$ cat src/rtl/fpga9685_pkg.sv
// Shared constants and types for the fpga9685 register path.
package fpga9685_pkg;

  localparam logic [7:0] LED_BASE_ADDR     = 8'h06;
  localparam logic [7:0] ALL_LED_BASE_ADDR = 8'hFA;
  localparam int         NUM_LEDS          = 16;
  localparam int         BYTES_PER_LED     = 4;

  typedef logic [7:0] reg_addr_t;

endpackage

$ cat src/rtl/lowest_set_pick16.sv
// Combinational lowest-set-bit encoder over 16 bits: index of the lowest 1 and a valid flag.
module lowest_set_pick16 (
  input  logic [15:0] vec,
  output logic [3:0]  idx,
  output logic        valid
);

  // Scan from the top down so the lowest set bit is the last one written.
  always_comb begin
    idx   = 4'd0;
    valid = 1'b0;
    for (int i = 15; i >= 0; i--) begin
      idx   = vec[i] ? 4'(i) : idx;
      valid = valid | vec[i];
    end
  end

endmodule

$ cat src/rtl/all_led_write_scheduler.sv
// Owns the register write port: host writes pass through, ALL_LED writes fan out into per-LED writes.
// Optional macro ALL_LED_OVERRIDE_EN: a host LED write cancels that LED's pending broadcast write.
module all_led_write_scheduler
  import fpga9685_pkg::*;
#(
  parameter reg_addr_t LED_BASE     = LED_BASE_ADDR,
  parameter reg_addr_t ALL_LED_BASE = ALL_LED_BASE_ADDR
) (
  input  logic       clk_i,
  input  logic       rst_i,
  input  logic [7:0] req_id_i,
  input  logic [7:0] req_value_i,
  input  logic       req_en_i,
  output logic [7:0] write_register_id_o,
  output logic [7:0] write_register_value_o,
  output logic       write_enable_o,
  output logic       busy_o
);

  logic [BYTES_PER_LED-1:0][NUM_LEDS-1:0] todo_r;
  logic [BYTES_PER_LED-1:0][7:0]          bval_r;

  logic [3:0] byte_nz_s;
  logic [3:0] byte_idx_s;
  logic       byte_valid_s;
  logic [1:0] byte_sel_s;
  logic [3:0] led_idx_s;
  logic       led_valid_s;
  logic       bg_go_s;
  reg_addr_t  bg_id_s;
  logic       is_all_s;
  logic [1:0] all_byte_s;
`ifdef ALL_LED_OVERRIDE_EN
  logic       is_led_s;
  logic [5:0] led_lo_s;
`endif

  // Which broadcast bytes still have LEDs owed a write.
  always_comb begin
    for (int b = 0; b < BYTES_PER_LED; b++) begin
      byte_nz_s[b] = |todo_r[b];
    end
  end

  lowest_set_pick16 u_byte_pick (
    .vec   ({12'd0, byte_nz_s}),
    .idx   (byte_idx_s),
    .valid (byte_valid_s)
  );

  assign byte_sel_s = byte_idx_s[1:0];

  lowest_set_pick16 u_led_pick (
    .vec   (todo_r[byte_sel_s]),
    .idx   (led_idx_s),
    .valid (led_valid_s)
  );

  // Range checks use a 9-bit compare so a base near 8'hFF cannot wrap into low addresses.
  always_comb begin
    is_all_s   = ({1'b0, req_id_i} >= {1'b0, ALL_LED_BASE}) &&
                 ({1'b0, req_id_i} <= ({1'b0, ALL_LED_BASE} + 9'd3));
    all_byte_s = 2'(req_id_i - ALL_LED_BASE);
`ifdef ALL_LED_OVERRIDE_EN
    is_led_s   = ({1'b0, req_id_i} >= {1'b0, LED_BASE}) &&
                 ({1'b0, req_id_i} <= ({1'b0, LED_BASE} + 9'd63));
    led_lo_s   = 6'(req_id_i - LED_BASE);
`endif
    bg_go_s    = byte_valid_s && led_valid_s && (byte_idx_s[3:2] == 2'b00);
    bg_id_s    = LED_BASE + {2'b00, led_idx_s, 2'b00} + {6'd0, byte_sel_s};
  end

  assign busy_o = |todo_r;

  // Port arbitration: host write first, then one background write, else idle.
  always_ff @(posedge clk_i or posedge rst_i) begin
    if (rst_i) begin
      todo_r                 <= '0;
      bval_r                 <= '0;
      write_register_id_o    <= 8'h00;
      write_register_value_o <= 8'h00;
      write_enable_o         <= 1'b0;
    end else if (req_en_i) begin
      write_register_id_o    <= req_id_i;
      write_register_value_o <= req_value_i;
      write_enable_o         <= 1'b1;
      if (is_all_s) begin
        todo_r[all_byte_s] <= 16'hFFFF;
        bval_r[all_byte_s] <= req_value_i;
      end
`ifdef ALL_LED_OVERRIDE_EN
      if (is_led_s) begin
        todo_r[led_lo_s[1:0]][led_lo_s[5:2]] <= 1'b0;
      end
`endif
    end else if (bg_go_s) begin
      write_register_id_o               <= bg_id_s;
      write_register_value_o            <= bval_r[byte_sel_s];
      write_enable_o                    <= 1'b1;
      todo_r[byte_sel_s][led_idx_s]     <= 1'b0;
    end else begin
      write_enable_o <= 1'b0;
    end
  end

endmodule
$ cat config.mk
export PLATFORM = sky130hd
export DESIGN_NAME = all_led_write_scheduler
export DESIGN_NICKNAME = d
export VERILOG_FILES = /design/src/rtl/fpga9685_pkg.sv /design/src/rtl/lowest_set_pick16.sv /design/src/rtl/all_led_write_scheduler.sv
export SDC_FILE = /design/constraint.sdc
export NUM_CORES = 1
export LEC_CHECK = 0
export ABC_CLOCK_PERIOD_IN_PS = 5100
export CAP_MARGIN = 20
export CORE_MARGIN = 2
export CORE_UTILIZATION = 30
export CTS_BUF_LIST = sky130_fd_sc_hd__clkbuf_2
export CTS_CLUSTER_DIAMETER = 50
export DETAILED_ROUTE_END_ITERATION = 12
export GPL_TIMING_DRIVEN = 0
export PLACE_DENSITY = 0.48
export REMOVE_ABC_BUFFERS = 1
export SLEW_MARGIN = 10
export SYNTH_ARGS = -nofsm -noshare
export SYNTH_HDL_FRONTEND = slang
export SYNTH_SLANG_ARGS = --single-unit
export TNS_END_PERCENT = 20
$ cat constraint.sdc
create_clock -name clk_i -period 5.1 [get_ports clk_i]
set_clock_uncertainty 0.15 [all_clocks]
set_input_delay 0.51 -clock clk_i [delete_from_list [all_inputs] [get_ports clk_i]]
set_output_delay 0.51 -clock clk_i [all_outputs]
set_load 0.01 [all_outputs]
==> results.toml <==
[grt]
grt_pass1_vias = 4785
use_met3 = 0.0456
grt_overflow = 0
grt_usage = 0.180
antenna_found_initial = 0
grt_max_degree = 63
grt_use_met1 = 0.241
gr-usage-met2 = 0.290
gr-max-usage-layer = "met2"
grt_pass1_wl_um = 27400

[clock_network]
cts_sinks = 113
htree_levels = 4
cts_tree = "done"
postCtsHoldBufs = 0
clockRootBuffer = "clkbuf_2"
insertion_delay_ps = 730
clk_path_buf_depth = 2
cts.reportedPaths.clkPinSlew_ps = 190
cts_buffers = 17

[sta]
fmax_mhz = 207
final_max_slew_viol_count = 0
tightest_slew_ps = 986
rsz0062_at_grt = "true"
hold_viol = 0
relSlewSlack = 0.341
tns_ps = 0
post-route-min-period_ps = 4840
period_share = 0.949
setup-violations-final = 0

[setup_path]
cp-start-kind = "flip-flop"
worstPathCellList = "nor4_1 -> nand4_1 -> a211oi_1 -> nor3_1 -> nand4_1 -> nor3_4 -> clkinvlp_4 -> clkdlybuf4s50_1"
cp.arrival_ps = 4180
cp_common_cell = "nand4_1"
critPathCaptureType = "primary output"
critPathMaxStageDelay_ps = 710
path_max_fanout = 14
path_class = "reg2out"
cp.required_ps = 4440
cpMaxStageDelayCell = "a211oi_1"

[logic_synthesis]
synth_area_leaders = "dfrtp_1 50%, mux2_2 6.6%, o32a_1 4.9%"
ys_seq_elements = 113
async_flop_share = 1.00
yosys.area.top_type = "dfrtp_1"
ys_seq_area_frac = 0.499
ys.flop_type = "dfrtp_1"
synthDistinctLibCells = 58
synth_area_per_cell_um2 = 10.5
synth_warnings = 0
synth_top_area_frac = 0.499
synth_edf_count = 0
synthCells = 542
syn_area_um2 = 5670

[finish]
drive_above_1_share = 0.173
final-seq-area_um2 = 2830
multi_input_area_um2 = 2690
fin_nets = 595
antennaDiodeCount = 0
num-fill-cells = 1873
fin_util = 0.356
area_growth_pct = 17.0

[floorplanning]
start_util = 0.304
rows = 50
die_w_um = 141
dieArea_um2 = 20000
io_pins = 37
fp.dieH_um = 141
core-area_um2 = 18600

[placed_design]
dp_hpwl_um = 12000
placement.io_buffers = 36
gp_congestion = 0.880

[route]
route.detailed.wl_per_inst_um = 21.0
drtAntennaViolNets = 0
routed_wl_um = 17300
drc = 0
dr_total_vias = 4793
avgViaCountPerCell = 5.83
drt_iter0_drc = 442
firstDrtPassIters = 6

[worst_hold_path]
hp-class = "in2async"

[run]
max-cap-violations = 0

[outcome]
status = "completed"
## cell usage after synthesis, types with 5 or more instances
cell	n
mux2_2	33
nand2_1	37
a211oi_1	6
o32a_1	28
a222oi_1	8
nor3_1	12
a221oi_1	5
nor4_1	14
nand4_1	7
a211o_1	8
nor2_1	53
a21oi_1	30
nand2b_1	5
o21ai_0	36
clkbuf_1	25
dfrtp_1	113
o21ai_1	5
nand3_1	16
o22a_1	20
## per-stage QoR
step / instance area, µm² / setup slack (ps) / cells / hold WS, ps
final: 6630 / 261 / 822 / 67.5
after floorplan: 5500 / 1080 / 507 / 326
after CTS: 6580 / 24.4 / 817 / 48.7
after global placement: 6150 / -884 / 777 / 338
after global routing: 6630 / -16.9 / 822 / 27.5
after detailed placement: 6260 / -109 / 783 / 345
## cell usage in the layout, fill, tap and decap left out, drive strengths merged, types with 2 or more instances in the layout
cell / netlist / layout
a2111o: 2 / 2
and3b: 2 / 2
o31ai: 4 / 4
buf: 10 / 12
or2: 3 / 3
a221o: 4 / 4
or3: 3 / 3
clkinv: 0 / 5
a221oi: 6 / 6
nor3: 13 / 13
o21a: 2 / 2
nor2b: 3 / 3
mux2: 33 / 33
a222oi: 8 / 8
nand4: 7 / 7
a21o: 3 / 3
bufinv: 0 / 4
clkinvlp: 0 / 5
nor3b: 4 / 4
o211ai: 2 / 2
clkdlybuf4s50: 0 / 35
o22a: 20 / 20
dfrtp: 113 / 113
inv: 4 / 6
a211oi: 7 / 7
or4: 6 / 6
nand2b: 5 / 5
o21ai: 42 / 42
nor2: 53 / 53
nand2: 38 / 38
clkbuf: 25 / 18
and4: 5 / 5
nand3: 16 / 16
a211o: 8 / 8
a2111oi: 5 / 5
nor4: 18 / 18
a21oi: 30 / 30
o32a: 28 / 28
## timing repair
item                       CTS  global route
gates cloned                 1             0
pin swaps                    1             1
buffers inserted             1             3
setup endpoints to repair    8             3
gates resized for setup      4             3
## final timing paths
path	start	endpoint	slack, ps	cells past startpoint
max reg2reg	todo_r[31]	write_register_id_o[5]	300	13
min reg2reg	bval_r[1]	bval_r[1]	380	1
max in group asynchronous	rst_i	todo_r[51]	4050	3
min in group clk_i	req_en_i	write_register_value_o[3]	220	3
max	todo_r[31]	busy_o	260	8
min	rst_i	write_register_value_o[0]	70	2
## routing by layer
metal	routed length, µm	up-vias	share of wire
met1	7760	2417	0.45
li1	-	2182	-
met3	956	26	0.055
met2	8280	168	0.48
met5	0	-	0
met4	295	0	0.017
## flip-flops by register name, indices dropped and copies added, names as in the netlist
signal,flops
bval_r,32
todo_r,64
write_enable_o,1
write_register_id_o,8
write_register_value_o,8
## logic make-up after synthesis
logic type,after synthesis,synth area share
mux,33,0.0656
flops,113,0.499
compound gates,176,0.234
xor+xnor,1,0.00155
simple gates,179,0.165
buf+inv,39,0.0320
fa+ha+maj,1,0.00221
## final cells by class
class / count / share of cell area
Timing Repair Buffer: 48 / 0.0757
Sequential cell: 113 / 0.426
Clock inverter: 15 / 0.0313
Clock buffer: 17 / 0.0128
Multi-Input combinational cell: 390 / 0.405
Timing Repair inverter: 1 / 0.000755
Inverter: 4 / 0.00359
Tap cell: 234 / 0.0442
## worst max-delay path, delay by kind of cell (launching register included)
family,cells,cell delay (ps)
compound gates,1,710
buf+inv,2,670
simple gates,5,1620
flops,1,460
Power is left out: the tool's default activity adds up to more than one toggle a clock period on the data nets, which glitch-free logic cannot reach.
